<file path="src/rtl/aixh_mxc_left_qctrl.sv">
// Command sequencer for the MxConv left queue column: turns load/replay commands
// into column-top write/read enables with row/pass counting, flow control and a drain wait.
module aixh_mxc_left_qctrl #(
    parameter int ROW_CNT_W    = 8,
    parameter int PASS_CNT_W   = 8,
    parameter int DRAIN_CYCLES = 16
) (
    input  logic                  aixh_core_clk,
    input  logic                  aixh_core_rstn,
    input  logic                  i_cmd_vld,
    output logic                  o_cmd_rdy,
    input  logic [1:0]            i_cmd_op,
    input  logic [ROW_CNT_W-1:0]  i_cmd_rows,
    input  logic [PASS_CNT_W-1:0] i_cmd_passes,
    input  logic [1:0]            i_cmd_rmode,
    input  logic                  i_wr_vld,
    output logic                  o_wr_rdy,
    input  logic                  i_rd_stall,
    output logic                  o_iwenable,
    output logic                  o_irenable,
    output logic [1:0]            o_irmode,
    output logic                  o_busy,
    output logic                  o_done,
    output logic                  o_err
);

    localparam logic [1:0] OP_WRITE      = 2'd0;
    localparam logic [1:0] OP_READ       = 2'd1;
    localparam logic [1:0] OP_WRITE_READ = 2'd2;
    localparam logic [1:0] OP_ILLEGAL    = 2'd3;
    localparam logic [7:0] DRAIN_LAST    = 8'(DRAIN_CYCLES - 1);

    typedef enum logic [2:0] {
        ST_IDLE,
        ST_WRITE,
        ST_READ,
        ST_DRAIN,
        ST_DONE
    } state_t;

    state_t                  state, state_nxt;
    logic [ROW_CNT_W-1:0]    row_cnt, row_cnt_nxt;
    logic [ROW_CNT_W-1:0]    rows_q, rows_nxt;
    logic [PASS_CNT_W-1:0]   pass_cnt, pass_cnt_nxt;
    logic [PASS_CNT_W-1:0]   passes_q, passes_nxt;
    logic [7:0]              drain_cnt, drain_cnt_nxt;
    logic [1:0]              op_q, op_nxt;
    logic [1:0]              rmode_q, rmode_nxt;
    logic                    iwen_nxt, iren_nxt, done_nxt, err_nxt;

    assign o_cmd_rdy = (state == ST_IDLE);
    assign o_wr_rdy  = (state == ST_WRITE);
    assign o_irmode  = rmode_q;

    always_comb begin
        state_nxt     = state;
        row_cnt_nxt   = row_cnt;
        pass_cnt_nxt  = pass_cnt;
        drain_cnt_nxt = drain_cnt;
        rows_nxt      = rows_q;
        passes_nxt    = passes_q;
        op_nxt        = op_q;
        rmode_nxt     = rmode_q;
        iwen_nxt      = 1'b0;
        iren_nxt      = 1'b0;
        done_nxt      = 1'b0;
        err_nxt       = 1'b0;

        case (state)
            ST_IDLE: begin
                if (i_cmd_vld) begin
                    // An illegal op is flagged but leaves every latched field untouched
                    if (i_cmd_op == OP_ILLEGAL) begin
                        err_nxt = 1'b1;
                    end else begin
                        rows_nxt     = i_cmd_rows;
                        passes_nxt   = i_cmd_passes;
                        rmode_nxt    = i_cmd_rmode;
                        op_nxt       = i_cmd_op;
                        row_cnt_nxt  = '0;
                        pass_cnt_nxt = '0;
                        state_nxt    = (i_cmd_op == OP_READ) ? ST_READ : ST_WRITE;
                    end
                end
            end

            ST_WRITE: begin
                if (i_wr_vld) begin
                    iwen_nxt = 1'b1;
                    if (row_cnt == rows_q) begin
                        row_cnt_nxt = '0;
                        state_nxt   = (op_q == OP_WRITE_READ) ? ST_READ : ST_DRAIN;
                    end else begin
                        row_cnt_nxt = row_cnt + ROW_CNT_W'(1);
                    end
                end
            end

            ST_READ: begin
                if (!i_rd_stall) begin
                    iren_nxt = 1'b1;
                    // Row counter wraps per pass; the final row of the final pass ends the replay
                    if (row_cnt == rows_q) begin
                        row_cnt_nxt = '0;
                        if (pass_cnt == passes_q) begin
                            pass_cnt_nxt = '0;
                            state_nxt    = ST_DRAIN;
                        end else begin
                            pass_cnt_nxt = pass_cnt + PASS_CNT_W'(1);
                        end
                    end else begin
                        row_cnt_nxt = row_cnt + ROW_CNT_W'(1);
                    end
                end
            end

            ST_DRAIN: begin
                if (drain_cnt == DRAIN_LAST) begin
                    drain_cnt_nxt = '0;
                    done_nxt      = 1'b1;
                    state_nxt     = ST_DONE;
                end else begin
                    drain_cnt_nxt = drain_cnt + 8'd1;
                end
            end

            ST_DONE: begin
                state_nxt = ST_IDLE;
            end

            default: begin
                state_nxt = ST_IDLE;
            end
        endcase
    end

    always_ff @(posedge aixh_core_clk) begin
        if (!aixh_core_rstn) begin
            state      <= ST_IDLE;
            row_cnt    <= '0;
            pass_cnt   <= '0;
            drain_cnt  <= '0;
            rows_q     <= '0;
            passes_q   <= '0;
            op_q       <= '0;
            rmode_q    <= '0;
            o_iwenable <= 1'b0;
            o_irenable <= 1'b0;
            o_busy     <= 1'b0;
            o_done     <= 1'b0;
            o_err      <= 1'b0;
        end else begin
            state      <= state_nxt;
            row_cnt    <= row_cnt_nxt;
            pass_cnt   <= pass_cnt_nxt;
            drain_cnt  <= drain_cnt_nxt;
            rows_q     <= rows_nxt;
            passes_q   <= passes_nxt;
            op_q       <= op_nxt;
            rmode_q    <= rmode_nxt;
            o_iwenable <= iwen_nxt;
            o_irenable <= iren_nxt;
            o_busy     <= (state_nxt != ST_IDLE);
            o_done     <= done_nxt;
            o_err      <= err_nxt;
        end
    end

endmodule

</file>
<file path="config.mk">
export PLATFORM = sky130hd
export DESIGN_NAME = aixh_mxc_left_qctrl
export DESIGN_NICKNAME = d
export VERILOG_FILES = /design/src/rtl/aixh_mxc_left_qctrl.sv
export SDC_FILE = /design/constraint.sdc
export NUM_CORES = 1
export LEC_CHECK = 0
export ABC_AREA = 1
export CAP_MARGIN = 20
export CORE_UTILIZATION = 55
export DETAILED_ROUTE_END_ITERATION = 16
export GPL_TIMING_DRIVEN = 0
export PLACE_DENSITY = 0.79
export SLEW_MARGIN = 40
export SYNTH_ARGS = -nofsm -noshare
export SYNTH_HDL_FRONTEND = slang
export SYNTH_SLANG_ARGS = --single-unit
</file>
<file path="constraint.sdc">
create_clock -name aixh_core_clk -period 1.6 [get_ports aixh_core_clk]
set_input_delay 0.16 -clock aixh_core_clk [delete_from_list [all_inputs] [get_ports aixh_core_clk]]
set_output_delay 0.16 -clock aixh_core_clk [all_outputs]
set_load 0.01 [all_outputs]
</file>
# Word-level counts from Yosys, hierarchy flattened
# Index checks and enable logic that the tools add are counted.
# totals
ff_bits	52
in_bits	25
out_inout_bits	9
elab_cells	68
# classes
add_sub_neg	3
n_eq_ne	14
n_mux	26
n_bitwise	1
n_reduce_logical	11
# op_table
operator	n
8-bit two-way mux	9
8-bit by 1-bit adder with 8-bit output (second input constant)	3
3-bit two-way mux	8
8-bit case mux with 3 select lines	1
8-bit equality test	2
8-bit case mux with 2 select lines	1
3-bit case mux with 4 select lines	1
2-bit != test (second input constant)	5
5-bit AND reduction	2
8-bit by 4-bit equality test with 1-bit output (second input constant)	1
3-bit by 2-bit equality test with 1-bit output (second input constant)	2
2-bit AND reduction	3
3-bit AND reduction	2
3-bit nonzero test	2
1-bit two-way mux	5
2-bit equality test (second input constant)	2
3-bit by 1-bit equality test with 1-bit output (second input constant)	1
3-bit zero test	1
2-bit by 1-bit equality test with 1-bit output (second input constant)	1
2-bit two-way mux	1
2-bit nonzero test	1
1-bit inverter	1

# Depth between registers and ports, before layout
# depth
depth_word	6
mapped_depth	12
ltp_nobuf	12

# Least setup slack after synthesis
# OpenSTA, ideal clock, no wires.
# synth_timing
path_kind	register to register
startpoint	register state[2]
endpoint	register op_q[0]
setup_ps	128
arrival_ps	1218
required_time_ps	1472
slack_ps	254
path_stages_with_launch	9
path_buffers	2
period_less_slack_ps	1346
path_cell_list	dfxtp_1 -> inv_2 -> nand2_1 -> nor2_4 -> nand3_1 -> buf_2 -> buf_6 -> a21oi_1 -> nor2_1
# synth_via
elab_chain_cells	2
# synth_rtl
item	line	rtl
start: declaration	41	state_t state, state_nxt;
start signal: assignment	153	state <= state_nxt;
3-bit zero test	n/a	
via o_cmd_rdy	11	output logic o_cmd_rdy,
3-bit AND reduction (no line)	n/a	
end signal: assignment	159	op_q <= op_nxt;
end: declaration	47	logic [1:0] op_q, op_nxt;
# The timed path passes the listed nets, and every way through them passes these cells.
# A chain may end at the register's enable or synchronous reset.

# Final worst setup path
# layout_timing
startpoint	register state[2]
endpoint	register op_q[0]
# layout_via
elab_chain_cells	2
# layout_rtl
item	line	rtl
3-bit zero test	69	case (state)
3-bit AND reduction (no line)	n/a	
# No other way between the ends.

==> impl_results.md <==
* Status: complete, no violations
* Initial antenna violation count at 0
* Post-synth cell types at 34
* Vias in the first global route at ~2200
* CP Launch Point: state[2]$_SDFF_PN0_
* Sequential area share after synthesis at between 30% and 40%
* Synthesized cell area at about 2700 µm²
* # H-tree levels at 2
* Synth Flop Type: dfxtp_1
* Post-Synth Simple-Gate Area at about a third
* Largest family of logic cells by synthesized area: simple AND/OR/NAND/NOR gates
* DIE AREA at 5147 µm²
* DP Cell Count at about 470
* RSZ-0062 raised after global routing: no
* Post-synthesis compound-gate area fraction at between 10% and 20%
* Non-Filler Instances at ~480
* Slew Viols, Final at 0
* Syn Inst Count at between 300 and 400
* Critical R2R Launch: state[2]$_SDFF_PN0_
* Vias/cell at approximately 5.1
* Crit end category: register
* Power per Cell Area at approximately 900 nW/µm²
* Final nets at around 460
* Ant. Diodes at 0
* Synth Warn # at 0
* Fmax at between 0.6 and 0.7 GHz
* Worst Path Required at 1.80 ns
* Peak supply drop at around 0.00056 V
* Hold/Removal Path Class: in2reg
* Routed Antenna Nets at 0
* Area Overhead vs Synth at 20.63%
* Adder-cell share of the synthesized area at under 10%
* Final Cycle Share at ~90%
* Slew HR at roughly 64%
* # setup viols final at 0
* Filler instances at between 400 and 500
* Largest net degree at the start of global routing at 18
* Dpl ws at -0.05830 ns
* Least-Margin Pin Slew at 0.5339 ns
* # IOs at 34
* CTS tree: yes
* DR WL/cell at roughly 12 µm
* Worst setup margin at 0.1258 ns
* Clock-pin transition on the worst setup and hold timing paths at about 0.1 ns
* Lkg Pwr at 1.348 nW
* Total Routing Usage GR at between 20% and 30%
* Max clock buf depth at 2
* Vias at about 2500
* Mux share of post-synthesis cell area at 0%
* Hold path startpoint: aixh_core_rstn
* CTS Buf Count at 5
* Multi-input logic area at approximately 1400 µm²
* Initial Util at 57.01%
* Total gr overflow at 0
* Clock tree root buffer cell: clkbuf_8
* Die height at 71.74 µm
* IO Port Bufs at 32
* Fin crit period at ~1.5 ns
* Num Clock Sinks at 52
* Final Skew at 0.009393 ns
* # rows at 25
* Final Hold Violating Endpoints at 0
* Horiz. Die Dim at just over 70 µm
* CP Data Arrival Time at about 1.7 ns
* Clock Latency Late Sink at 0.31 ns
* Post-synth EDFFs at 0
* Layout cell share with drive strength beyond 1 at roughly 14%
* 1st-iter DRT viols at 171
* Kind of critical path: reg2reg
* Post-synthesis xor/xnor area fraction at between 4 and 5%
* Synth Area per Inst at between 6 and 7 µm²
* Seq cells post-synth at 52
* Util after Layout at between 60 and 70%
* RD Place Congestion at roughly 0.83
* Maxcap violations at 0
* Net Count, Synth at 415
* Core box area at around 4700 µm²
* DRC Markers at 0
* Async SR Flop Fraction at 0%
* Total wire length at 5621 µm
* Initial DRT Pass Iterations at 4
* First-pass GRT wire length at between 9000 and 10000 µm
* DP Wirelength at roughly 4000 µm
* Crit Path Max Fanout at 10
* Register area at between 1000 and 1500 µm²
* Crit path launch type: register
[synthesized netlist by cell type, types with 2 or more instances]
library cell	instances	area, µm²
clkbuf_1	4	15.01
inv_1	52	195.2
buf_6	2	22.52
nand2_1	87	326.6
nor3_1	8	40.04
nand4_1	4	25.02
nand2_4	3	33.78
nand2_2	3	18.77
ha_1	3	37.54
nor3_2	2	20.02
o21ai_0	20	100.1
nor2_2	6	37.54
xnor2_1	9	78.83
nor4_1	2	12.51
nand3_1	24	120.1
nor2_1	42	157.7
a21oi_1	36	180.2
dfxtp_1	52	1041
inv_2	3	11.26
buf_2	4	20.02
nor2_4	2	22.52
nand3_2	3	30.03
xor2_1	5	43.79
[kinds of logic (layout without fill, tap and decap cells)]
logic type | Yosys count | after routing
simple gates | 189 | 190
buf+inv | 69 | 111
fa+ha+maj | 3 | 3
flops | 52 | 52
compound gates | 60 | 60
xor+xnor | 14 | 14
[routing by layer]
metal	vias up	global-route usage [%]	part of all wire [%]
met5	-	0	0
met1	1083	31.24	48
met3	8	3.797	4.3
met2	59	40.25	46
li1	1306	-	-
met4	0	6.536	1.7
[placed cells by master, fill, tap and decap left out, types with 3 or more instances in the layout]
| cell | instances |
|---|---|
| a21oi_1 | 36 |
| buf_2 | 4 |
| buf_6 | 3 |
| clkbuf_1 | 3 |
| clkbuf_8 | 5 |
| clkdlybuf4s50_1 | 30 |
| dfxtp_1 | 44 |
| dfxtp_2 | 8 |
| ha_1 | 3 |
| inv_1 | 52 |
| inv_2 | 3 |
| nand2_1 | 85 |
| nand2_2 | 5 |
| nand2_4 | 4 |
| nand3_1 | 22 |
| nand3_2 | 5 |
| nand4_1 | 4 |
| nor2_1 | 40 |
| nor2_2 | 6 |
| nor2_4 | 4 |
| nor3_1 | 7 |
| nor3_2 | 3 |
| o21ai_0 | 19 |
| xnor2_1 | 9 |
| xor2_1 | 5 |
[critical path: stages, from the launching register on]
cell	delay (ns)
dfxtp_2	0.34
inv_2	0.08
nand2_2	0.08
nor2_4	0.11
buf_4	0.15
nand3_2	0.10
buf_6	0.16
buf_6	0.14
a21oi_1	0.15
nor2_1	0.05
[sequential cells by signal (all words and copies together) (netlist names)]
register    count
o_busy          1
o_done          1
pass_cnt        8
o_irenable      1
passes_q        8
rows_q          8
o_err           1
o_irmode        2
row_cnt         8
o_iwenable      1
drain_cnt       8
op_q            2
state           3
[area by class of cell]
type                            instances  area share (%)
Multi-Input combinational cell        267           43.20
Sequential cell                        52           32.57
Timing Repair Buffer                   34           10.24
Inverter                               57           6.708
Buffer                                 12           2.404
Clock buffer                            5           2.133
Tap cell                               54           2.094
Clock inverter                          3          0.6592
[what timing repair did]
action / 4_1_cts / 5_1_grt
hold buffers: 0 / 0
setup endpoints to repair: 2 / 34
pin swaps: 1 / 2
setup buffers: 1 / 0
gates cloned: 0 / 2
gates resized for setup: 4 / 20
[power breakdown]
part	total (mW)	leakage, nW	switching, mW	internal [mW]
Combinational	0.702	0.876	0.421	0.281
Clock	0.760	0.0445	0.448	0.311
Sequential	1.43	0.428	0.0566	1.38
Total	2.90	1.35	0.926	1.97
[metrics by stage]
stage / instance area [µm²] / setup TNS (ns) / hold WS, ns / power [mW]
after floorplan: 2675 / 0 / 0.2393 / 1.900
after global placement: 3063 / -0.2101 / 0.4322 / 2.103
after detailed placement: 3063 / -0.3485 / 0.4357 / 2.113
after CTS: 3162 / -0.002331 / 0.1710 / 2.882
after global routing: 3227 / 0 / 0.2018 / 3.063
final: 3227 / 0 / 0.1827 / 2.896
[path summary, 6_finish.rpt]
check | end | slack [ns] | depth (start not counted)
setup / recovery | op_q[0]$_SDFFE_PN0P_ | 0.13 | 9
hold / removal | rows_q[1]$_SDFFE_PN0P_ | 0.18 | 3
setup reg to reg | op_q[0]$_SDFFE_PN0P_ | 0.13 | 9
hold reg to reg | o_irmode[0]$_SDFFE_PN0P_ | 0.45 | 2
(Power assumes the default switching activity.)
